==> config.mk <==
export PLATFORM = sky130hd
export DESIGN_NAME = countdown_timer
export DESIGN_NICKNAME = d
export VERILOG_FILES = /design/src/rtl/countdown_timer_pkg.sv /design/src/rtl/countdown_timer.sv
export SDC_FILE = /design/constraint.sdc
export NUM_CORES = 1
export LEC_CHECK = 0
export CAP_MARGIN = 0
export CORE_ASPECT_RATIO = 0.7
export CORE_MARGIN = 1.5
export CORE_UTILIZATION = 50
export CTS_CLUSTER_DIAMETER = 120
export DETAILED_ROUTE_END_ITERATION = 10
export DONT_BUFFER_PORTS = 1
export HOLD_SLACK_MARGIN = 0.02
export PLACE_DENSITY = 0.75
export SYNTH_ARGS = -nofsm -noshare
export SYNTH_HDL_FRONTEND = slang
export SYNTH_SLANG_ARGS = --single-unit
==> constraint.sdc <==
create_clock -name clk -period 4.05 [get_ports clk]
set_clock_uncertainty 0.05 [all_clocks]
set_input_delay 0.81 -clock clk [delete_from_list [all_inputs] [get_ports clk]]
set_output_delay 0.81 -clock clk [all_outputs]
set_load 0.01 [all_outputs]
==> src/rtl/countdown_timer_pkg.sv <==
// -----------------------------------------------------------------------------
// countdown_timer_pkg
//   Shared definitions for the timer/counter family: FSM state encodings of the
//   countdown timer and the default datapath width used by the up-counters.
// -----------------------------------------------------------------------------
package countdown_timer_pkg;

   localparam int unsigned DEFAULT_WIDTH = 32;

   typedef logic [1:0] timer_state_t;

   localparam timer_state_t StIdle   = 2'd0;
   localparam timer_state_t StArmed  = 2'd1;
   localparam timer_state_t StRun    = 2'd2;
   localparam timer_state_t StPaused = 2'd3;

endpackage

==> src/rtl/countdown_timer.sv <==
// -----------------------------------------------------------------------------
// countdown_timer
//   Programmable down-counting timer. A period is loaded through a valid/ready
//   handshake, then the host starts, pauses, resumes or aborts the countdown.
//   A registered one-cycle `expired` pulse marks terminal count; with
//   auto-reload the period restarts immediately for periodic ticks.
//
// Ports
//   clk         in   clock, all state changes on the rising edge
//   rst         in   synchronous active-high reset
//   load_valid  in   host offers a new period
//   load_ready  out  high only in IDLE
//   load_value  in   period N (N = 0 behaves as N = 1)
//   load_auto   in   auto-reload enable, latched with the load
//   start       in   level, ARMED->RUN and PAUSED->RUN
//   pause       in   level, RUN->PAUSED
//   stop        in   abort, any non-IDLE state returns to IDLE
//   count       out  current count (registered)
//   expired     out  registered one-cycle terminal-count pulse
//   busy        out  high whenever the state is not IDLE
// -----------------------------------------------------------------------------
module countdown_timer
   import countdown_timer_pkg::*;
#(
   parameter int unsigned WIDTH = DEFAULT_WIDTH
) (
   input  logic             clk,
   input  logic             rst,
   input  logic             load_valid,
   output logic             load_ready,
   input  logic [WIDTH-1:0] load_value,
   input  logic             load_auto,
   input  logic             start,
   input  logic             pause,
   input  logic             stop,
   output logic [WIDTH-1:0] count,
   output logic             expired,
   output logic             busy
);

   timer_state_t     state_q, state_d;
   logic [WIDTH-1:0] count_q, count_d;
   logic [WIDTH-1:0] reload_reg_q, reload_reg_d;
   logic             auto_reg_q, auto_reg_d;
   logic             expired_q, expired_d;
   logic             terminal;

   // Treating 0 like 1 makes a zero period expire after one RUN cycle and keeps
   // the decrement from ever wrapping.
   assign terminal = (count_q <= WIDTH'(1));

   always_comb begin
      state_d      = state_q;
      count_d      = count_q;
      reload_reg_d = reload_reg_q;
      auto_reg_d   = auto_reg_q;
      expired_d    = 1'b0;

      case (state_q)
         StIdle: begin
            if (load_valid) begin
               count_d      = load_value;
               reload_reg_d = load_value;
               auto_reg_d   = load_auto;
               state_d      = StArmed;
            end
         end

         StArmed: begin
            if (stop) begin
               count_d = '0;
               state_d = StIdle;
            end else if (start) begin
               state_d = StRun;
            end
         end

         StRun: begin
            if (stop) begin
               count_d = '0;
               state_d = StIdle;
            end else if (pause) begin
               // Pause beats terminal count: the expiry is deferred, not lost.
               state_d = StPaused;
            end else if (terminal) begin
               expired_d = 1'b1;
               if (auto_reg_q) begin
                  count_d = reload_reg_q;
               end else begin
                  count_d = '0;
                  state_d = StIdle;
               end
            end else begin
               count_d = count_q - WIDTH'(1);
            end
         end

         StPaused: begin
            if (stop) begin
               count_d = '0;
               state_d = StIdle;
            end else if (start) begin
               state_d = StRun;
            end
         end

         default: begin
            count_d = '0;
            state_d = StIdle;
         end
      endcase
   end

   always_ff @(posedge clk) begin
      if (rst) begin
         state_q      <= StIdle;
         count_q      <= '0;
         reload_reg_q <= '0;
         auto_reg_q   <= 1'b0;
         expired_q    <= 1'b0;
      end else begin
         state_q      <= state_d;
         count_q      <= count_d;
         reload_reg_q <= reload_reg_d;
         auto_reg_q   <= auto_reg_d;
         expired_q    <= expired_d;
      end
   end

   assign load_ready = (state_q == StIdle);
   assign busy       = (state_q != StIdle);
   assign count      = count_q;
   assign expired    = expired_q;

endmodule

==> results of run 1 <==
per-stage QoR:
stage,area [um^2],util
after floorplan,4100,-
after global placement,4120,0.521
after detailed placement,4120,0.521
after CTS,4410,0.557
after global routing,4410,0.557
final,4410,0.557
state kept, by name, summed over array words and instances, names as in the netlist:
signal / cells
auto_reg_q: 1
count: 32
expired: 1
reload_reg_q: 32
state_q: 2
worst min-delay path, cell delays in order, from the launching register on:
cell and delay [ps]:
dfxtp_1 300, nand2_1 50, a21oi_1 50
kinds of logic after synthesis:
family,after synthesis,share of synthesized area
compound gates,190,0.286
xor+xnor,10,0.0214
fa+ha+maj,2,0.00610
buf+inv,58,0.0665
flops,68,0.332
mux,8,0.0201
simple gates,227,0.268
report_power, final:
group | internal, mW | switching (mW)
clock | 0.490 | 0.291
sequential | 0.747 | 0.141
combinational | 0.254 | 0.501
total | 1.49 | 0.932
metal layers:
metal	vias up	global-route usage
li1	2032	-
met1	2004	0.411
met2	304	0.440
met3	30	0.0939
met4	0	0.110
met5	-	0
cells in the final DEF, fill, tap and decap left out, drive strengths merged, types with 9 or more instances in the layout:
cell type	count
clkbuf	13
dfxtp	68
nor2	21
o21ai	24
nand2	108
buf	15
and3	9
o22ai	10
nor3	16
nand3	24
nor4	14
a21oi	85
a31oi	15
a21boi	9
cell type report:
| class | instances | area [um^2] | share of cell area |
|---|---|---|---|
| Sequential cell | 68 | 1360 | 0.309 |
| Multi-Input combinational cell | 437 | 2490 | 0.565 |
| Timing Repair Buffer | 15 | 113 | 0.0256 |
| Clock buffer | 13 | 250 | 0.0568 |
| Clock inverter | 2 | 35.0 | 0.00795 |
| Tap cell | 101 | 126 | 0.0287 |
| Inverter | 8 | 30.0 | 0.00682 |
final timing paths:
| path | startpoint | to |
|---|---|---|
| max | count[24] | count[15] |
| min | reload_reg_q[7] | reload_reg_q[7] |
| max reg2reg | count[24] | count[15] |
| min reg2reg | reload_reg_q[7] | reload_reg_q[7] |
==> results.py, run 1 <==
metrics = {
    "min_path": {
        "worstHoldPathType": "reg -> reg",
        "min_delay_path_depth": 2,
    },
    "routing": {
        "avgViaCountPerCell": 6.79,
        "wl_met2_mm": 5.62,
        "detail_route.wl_per_cell_um": 20.2,
        "final_antenna_net_count": 0,
        "met3_wirelength_mm": 1.64,
        "m1WireLength_mm": 5.46,
        "detail_route.wirelength_mm": 13.0,
        "first_iter_violations": 526,
        "vias": 4370,
        "route.top_layer_used": "met4",
        "firstDrtPassIters": 6,
        "drc": 0,
    },
    "layout": {
        "final_instance_count_without_filler_cells": 644,
        "share_of_final_layout_standard_cells_stronger_than_drive_strength_1": 0.0847,
        "n_fill_cell": 734,
        "flow.area_growth_from_synthesis_pct": 7.41,
        "insertedDiodeCount": 0,
        "post_layout_net_count": 580,
    },
    "setup_path": {
        "ff2ff_setup_slack_ps": 1060,
        "crit_path_start_kind": "flop",
        "crit_path_top_delay_cell": "nor4_1",
        "crit_chain": "nor4_1, and4_1, nand3_1, a31oi_1, o32ai_1",
        "critical_path_buf_inv_count": 0,
        "critPathKind": "reg -> reg",
        "worst-endpoint-arrival_ps": 3160,
        "crit_path_end_kind": "flop",
        "critical_path_cell_count": 5,
        "cp_max_fo": 15,
        "cpLargestDelayFamily": "simple AND/OR/NAND/NOR gates",
        "r2r_cells": 5,
        "slowest_stage_delay_on_critical_path_ps": 890,
        "worst-endpoint-required_ps": 4220,
    },
    "yosys": {
        "synthTopCellsByArea": "dfxtp_1 33%, a21oi_1 10%, nand2_1 9.9%, clkbuf_1 3.7%, nand3_1 2.9%",
        "synth.largest_area_cell": "dfxtp_1",
        "synth_cell_types": 61,
        "synth_seq_area_share": 0.332,
        "synth-seq-cells": 68,
        "postSynthAreaPerCell_um2": 7.28,
        "synth_area_mm2": 0.00410,
        "synth_fp_nets": 604,
        "synth-edff-count": 0,
        "syn-instance-count": 563,
        "async_reset_ff_frac": 0,
        "yosys_warnings": 0,
        "most_used_standard_cell_by_instance_count_after_synthesis": "nand2_1",
        "synth_top_area_share": 0.332,
        "synthTopCellsByCount": "108 x nand2_1, 85 x a21oi_1, 68 x dfxtp_1, 40 x clkbuf_1",
        "synth_top_flop_cell": "dfxtp_1",
    },
    "floorplanning": {
        "row_count": 27,
        "coreArea_mm2": 0.00791,
        "die_height_um": 78.8,
        "initial_core_util": 0.519,
        "io_pins": 74,
        "design.die.area_mm2": 0.00876,
        "dieWidth_um": 111,
    },
    "clocking": {
        "cts_made_buffers": 9,
        "post_cts_hold_buffers": 0,
        "tritoncts": "built",
        "cts_sinks": 68,
        "postCtsSetupBuffers": 0,
        "htree_num_levels": 3,
        "cts_root_buf": "clkbuf_16",
        "number_of_buffers_on_the_longest_clock_path": 2,
        "clk_latency_ps": 340,
        "cts-resized-gates": 0,
        "cts.reportedPaths.clkPinSlew_ps": 60,
    },
    "place": {
        "pre_cts_slack_ps": 1150,
        "place.gp.congestion": 1.03,
        "dp_hpwl_mm": 8.69,
        "post-place-cells": 629,
        "buffers_on_ports": 0,
    },
    "timing": {
        "final.min_clock_period_ps": 2990,
        "finalWorstSetupSlack_ps": 1060,
        "grt_setup_unrepaired": "false",
        "finalSetupViolCount": 0,
        "timing_worst_slew_pin_value_ps": 987,
        "setup_tns_ps": 0,
        "slew_headroom": 0.336,
        "max_freq_ghz": 0.334,
        "report.final.slew_viol_count": 0,
        "hold_violations": 0,
        "finalCritPeriodShare": 0.738,
        "final.hold.worst_slack_ps": 396,
    },
    "grt": {
        "number_of_antenna_violations_at_the_first_check_in_global_routing": 0,
        "global_route_total_usage_across_every_layer": 0.299,
        "grt_first_pass_wirelength_mm": 21.1,
        "grt_start_max_net_pins": 55,
        "grt_overflow": 0,
        "vias_in_the_first_global_route": 4000,
    },
    "pwr": {
        "power_density_mw_per_mm2": 550,
        "power_leakage_nw": 1.52,
        "ir_worst_vdd_mv": 0.404,
        "power.total_mw": 2.42,
    },
    "outcome": {
        "run_status": "finished, final reports clean",
    },
    "run": {
        "maxCapViolations": 0,
    },
}
(Power assumes the default switching activity.)
==> run 2, diff against run 1 <==
clock period = 3 ns   (was 4.05 ns; I/O delays follow)
==> results.py, run 2 (synthesis gave the netlist of run 1 again) <==
metrics = {
    "outcome": {
        "run_status": "finished, final reports clean",
    },
    "clocking": {
        "cts_made_buffers": 9,
        "postCtsSetupBuffers": 0,
        "htree_num_levels": 3,
        "cts.reportedPaths.clkPinSlew_ps": 60,
        "post_cts_hold_buffers": 0,
        "clk_latency_ps": 350,
        "tritoncts": "built",
        "cts_root_buf": "clkbuf_16",
        "cts_sinks": 68,
        "number_of_buffers_on_the_longest_clock_path": 2,
        "cts-resized-gates": 0,
    },
    "floorplanning": {
        "initial_core_util": 0.519,
        "dieWidth_um": 111,
        "design.die.area_mm2": 0.00876,
        "die_height_um": 78.8,
        "coreArea_mm2": 0.00791,
        "row_count": 27,
        "io_pins": 74,
    },
    "grt": {
        "globalRouteMet2Util": 0.453,
        "number_of_antenna_violations_at_the_first_check_in_global_routing": 0,
        "vias_in_the_first_global_route": 4232,
        "global_route_total_usage_across_every_layer": 0.307,
        "grt_overflow": 0,
        "grt_first_pass_wirelength_mm": 21.4,
        "grt_start_max_net_pins": 55,
        "grtUsageMet3": 0.117,
        "gr-usage-met1": 0.406,
        "grt_busiest_layer": "met2",
    },
    "min_path": {
        "hp-start": "rst",
        "hold-path-endpoint": "reload_reg_q[22]",
        "min_delay_path_depth": 1,
        "worstHoldPathType": "in -> reg",
    },
    "setup_path": {
        "crit_path_frequent_cell": "or4_4",
        "critical_path_cell_count": 5,
        "rr_startpoint": "count[6]",
        "crit_path_end_kind": "flop",
        "worst-endpoint-arrival_ps": 2890,
        "cp_max_fo": 9,
        "r2r_cells": 5,
        "cpLargestDelayFamily": "simple AND/OR/NAND/NOR gates",
        "crit_path_top_delay_cell": "or4_4",
        "ff2ff_setup_slack_ps": 330,
        "worst_r2r_endpoint": "count[29]",
        "crit_chain": "or4_4, or4_4, or4_1, mux2_2, o221ai_2",
        "crit_path_start_kind": "flop",
        "critical_path_buf_inv_count": 0,
        "critPathKind": "reg -> reg",
        "worst-endpoint-required_ps": 3220,
        "slowest_stage_delay_on_critical_path_ps": 620,
    },
    "pwr": {
        "ir_worst_vdd_mv": 0.498,
        "power_density_mw_per_mm2": 760,
        "power_leakage_nw": 1.62,
    },
    "timing": {
        "timing_worst_slew_pin_value_ps": 1050,
        "finalWorstSetupSlack_ps": 331,
        "max_freq_ghz": 0.375,
        "grt_setup_unrepaired": "false",
        "setup_tns_ps": 0,
        "hold_violations": 0,
        "slew_headroom": 0.296,
        "final.hold.worst_slack_ps": 275,
        "finalSetupViolCount": 0,
        "report.final.slew_viol_count": 0,
        "finalCritPeriodShare": 0.890,
        "final.min_clock_period_ps": 2670,
    },
    "place": {
        "pre_cts_slack_ps": 354,
        "place.gp.congestion": 0.979,
        "buffers_on_ports": 0,
        "dp_hpwl_mm": 9.03,
    },
    "routing": {
        "firstDrtPassIters": 5,
        "detail_route.wl_per_cell_um": 20.2,
        "final_antenna_net_count": 0,
        "first_iter_violations": 561,
        "detail_route.wirelength_mm": 13.4,
        "vias": 4478,
        "avgViaCountPerCell": 6.77,
        "drc": 0,
    },
    "layout": {
        "share_of_final_layout_standard_cells_stronger_than_drive_strength_1": 0.116,
        "most-common-layout-cells": "108 x nand2_1, 85 x a21oi_1, 68 x dfxtp_1, 31 x buf_4",
        "insertedDiodeCount": 0,
        "flow.area_growth_from_synthesis_pct": 11.1,
        "n_fill_cell": 739,
        "layout.cells.most_common": "nand2_1",
        "post_layout_net_count": 596,
    },
    "run": {
        "maxCapViolations": 0,
    },
}
-- run 2: cell count changes in the layout (fill, tap and decap cells not counted) --
| cell | change |
|---|---|
| clkbuf_1 | -2 |
| bufinv_16 | +1 |
| clkinv_2 | +2 |
| buf_4 | +16 |
-- run 2: worst max-delay path by stage --
stage	from	end	slack [ps]
2_1_floorplan	count[5]	count[29]	230
3_3_place_gp	count[6]	count[29]	370
3_5_place_dp	count[6]	count[29]	350
4_1_cts	count[6]	count[29]	330
5_1_grt	count[6]	count[29]	260
6_report	count[6]	count[29]	330
-- run 2: worst reg2reg max path: cells and delay by family, from the launching register on --
kind,cells,cell delay (ps)
multiplexers,1,280
flip-flops,1,400
AO/OA/AOI/OAI,1,170
AND/OR/NAND/NOR,3,1700
-- run 2: final cells by class --
type	instances	area (um^2)	area share
Sequential cell	68	1360	0.299
Inverter	8	30.0	0.00659
Tap cell	101	126	0.0277
Clock inverter	5	75.1	0.0165
Timing Repair Buffer	31	233	0.0511
Clock buffer	11	243	0.0533
Multi-Input combinational cell	437	2490	0.546
-- run 2: metal layers --
layer  vias to the layer above  share of wire
met4                         0          0.018
met3                        29           0.12
met1                      2114           0.43
met2                       272           0.43
li1                       2063              -
met5                         -              0
-- run 2: per-stage QoR --
step,instances,power [mW],utilization,instance area [um^2]
3_5_place_dp,645,2.28,0.536,4240
4_1_cts,661,3.43,0.577,4560
3_3_place_gp,645,2.25,0.536,4240
5_1_grt,661,3.60,0.577,4560
6_report,661,3.46,0.577,4560
2_1_floorplan,563,1.96,-,4100
-- run 2: power breakdown --
| group | total [mW] | switching [mW] | internal [mW] |
|---|---|---|---|
| combinational | 1.13 | 0.732 | 0.402 |
| clock | 1.15 | 0.405 | 0.746 |
| sequential | 1.18 | 0.170 | 1.01 |
==> run 3, diff against run 2 <==
SLEW_MARGIN = 25   (was default)
==> results.py, run 3 (synthesis gave the netlist of run 1 again) <==
metrics = {
    "routing": {
        "drc": 0,
        "final_antenna_net_count": 0,
        "firstDrtPassIters": 6,
        "detail_route.wl_per_cell_um": 20.2,
        "detail_route.wirelength_mm": 13.3,
        "vias": 4478,
        "first_iter_violations": 552,
        "avgViaCountPerCell": 6.77,
    },
    "place": {
        "place.gp.congestion": 0.979,
        "post-place-cells": 645,
        "dp_hpwl_mm": 9.03,
        "buffers_on_ports": 0,
    },
    "clocking": {
        "cts_root_buf": "clkbuf_16",
        "htree_num_levels": 3,
        "cts.reportedPaths.clkPinSlew_ps": 60,
        "cts-resized-gates": 0,
        "post_cts_hold_buffers": 0,
        "tritoncts": "built",
        "cts_made_buffers": 9,
        "clk_latency_ps": 350,
        "number_of_buffers_on_the_longest_clock_path": 2,
        "postCtsSetupBuffers": 0,
        "cts_sinks": 68,
    },
    "layout": {
        "flow.area_growth_from_synthesis_pct": 11.3,
        "final_instance_count_without_filler_cells": 661,
        "insertedDiodeCount": 0,
        "final-seq-area_mm2": 0.00136,
        "layout.cells.most_common": "nand2_1",
        "post_layout_net_count": 596,
        "n_fill_cell": 737,
        "share_of_final_layout_standard_cells_stronger_than_drive_strength_1": 0.116,
        "combined_area_of_the_multi_input_logic_cells_mm2": 0.00250,
        "most-common-layout-cells": "108 x nand2_1, 85 x a21oi_1, 68 x dfxtp_1, 31 x buf_4",
    },
    "min_path": {
        "hold-path-endpoint": "reload_reg_q[22]",
        "worstHoldPathType": "in -> reg",
        "min_delay_path_depth": 1,
        "hp-start": "rst",
    },
    "floorplanning": {
        "coreArea_mm2": 0.00791,
        "io_pins": 74,
        "die_height_um": 78.8,
        "design.die.area_mm2": 0.00876,
        "row_count": 27,
        "initial_core_util": 0.519,
        "dieWidth_um": 111,
    },
    "grt": {
        "grt_overflow": 0,
        "grt_start_max_net_pins": 55,
        "vias_in_the_first_global_route": 4232,
        "grt_first_pass_wirelength_mm": 21.4,
        "number_of_antenna_violations_at_the_first_check_in_global_routing": 0,
        "global_route_total_usage_across_every_layer": 0.307,
    },
    "setup_path": {
        "critPathKind": "reg -> reg",
        "worst-endpoint-arrival_ps": 2890,
        "crit_path_frequent_cell": "or4_4",
        "crit_path_end_kind": "flop",
        "cp_max_fo": 9,
        "crit_path_start_kind": "flop",
        "worst_r2r_endpoint": "count[29]",
        "rr_startpoint": "count[6]",
        "crit_path_top_delay_cell": "or4_4",
        "ff2ff_setup_slack_ps": 330,
        "slowest_stage_delay_on_critical_path_ps": 620,
        "crit_chain": "or4_4, or4_4, or4_1, mux2_2, o221ai_2",
        "worst-endpoint-required_ps": 3220,
        "r2r_cells": 5,
    },
    "timing": {
        "grt_setup_unrepaired": "false",
        "max_freq_ghz": 0.374,
        "slew_headroom": 0.538,
        "hold_violations": 0,
        "report.final.slew_viol_count": 0,
        "finalCritPeriodShare": 0.890,
        "setup_tns_ps": 0,
        "final.hold.worst_slack_ps": 276,
        "timing_worst_slew_pin_value_ps": 693,
        "final.min_clock_period_ps": 2670,
        "finalSetupViolCount": 0,
    },
    "pwr": {
        "power_density_mw_per_mm2": 759,
        "power_leakage_nw": 1.62,
        "cellInternalPower_mw": 2.16,
        "power.total_mw": 3.46,
        "ir_worst_vdd_mv": 0.496,
        "pwr-share-clk": 0.332,
        "switching_part_of_the_total": 0.377,
        "power.share.combinational": 0.328,
        "power.switching_mw": 1.31,
        "seq_power_share": 0.341,
    },
    "run": {
        "maxCapViolations": 0,
    },
    "outcome": {
        "run_status": "finished, final reports clean",
    },
}
==> run 3: cell types whose count changed in the layout (fill, tap and decap cells not counted) <==
cell	change
nor3b_2	-1
nor3b_4	+1
==> run 3: metal layers <==
layer	vias up	share of wire	track usage	wire [um]
li1	2061	-	-	-
met1	2089	0.42	0.406	5570
met2	292	0.43	0.453	5720
met3	36	0.13	0.117	1770
met4	0	0.020	0.116	272
met5	-	0	0	0
==> run 3: metrics by stage <==
step	instance area, um^2	util	worst slack [ps]
6_report	4560	0.577	330
5_1_grt	4560	0.577	262
4_1_cts	4560	0.577	334
3_5_place_dp	4240	0.536	354
3_3_place_gp	4240	0.536	372
2_1_floorplan	4100	-	232
==> run 3: critical path, delay by kind of cell, from the launching register on <==
family / cells / cell delay [ps]
multiplexers: 1 / 280
AO/OA/AOI/OAI: 1 / 160
AND/OR/NAND/NOR: 3 / 1700
flip-flops: 1 / 400
==> run 3: cell type report <==
class                      instances  share of cell area
multi-input combinational        437               0.547
tap                              101              0.0277
sequential                        68               0.298
inverter                           8             0.00658
clock buffer                      11              0.0532
clock inverter                     5              0.0164
timing repair buffer              31              0.0510
==> run 3: how the worst max path moves through the flow <==
stage / depth (start not counted) / slack (ps) / startpoint / end
2_1_floorplan: 8 / 230 / count[5] / count[29]
3_3_place_gp: 5 / 370 / count[6] / count[29]
3_5_place_dp: 5 / 350 / count[6] / count[29]
4_1_cts: 5 / 330 / count[6] / count[29]
5_1_grt: 5 / 260 / count[6] / count[29]
6_report: 5 / 330 / count[6] / count[29]
==> run 3: power by group through the flow <==
stage / clock, mW / sequential (mW) / combinational (mW)
2_1_floorplan: 0 / 1.14 / 0.825
3_3_place_gp: 0 / 1.18 / 1.06
3_5_place_dp: 0 / 1.19 / 1.09
4_1_cts: 1.16 / 1.17 / 1.10
5_1_grt: 1.19 / 1.19 / 1.23
6_report: 1.15 / 1.18 / 1.14
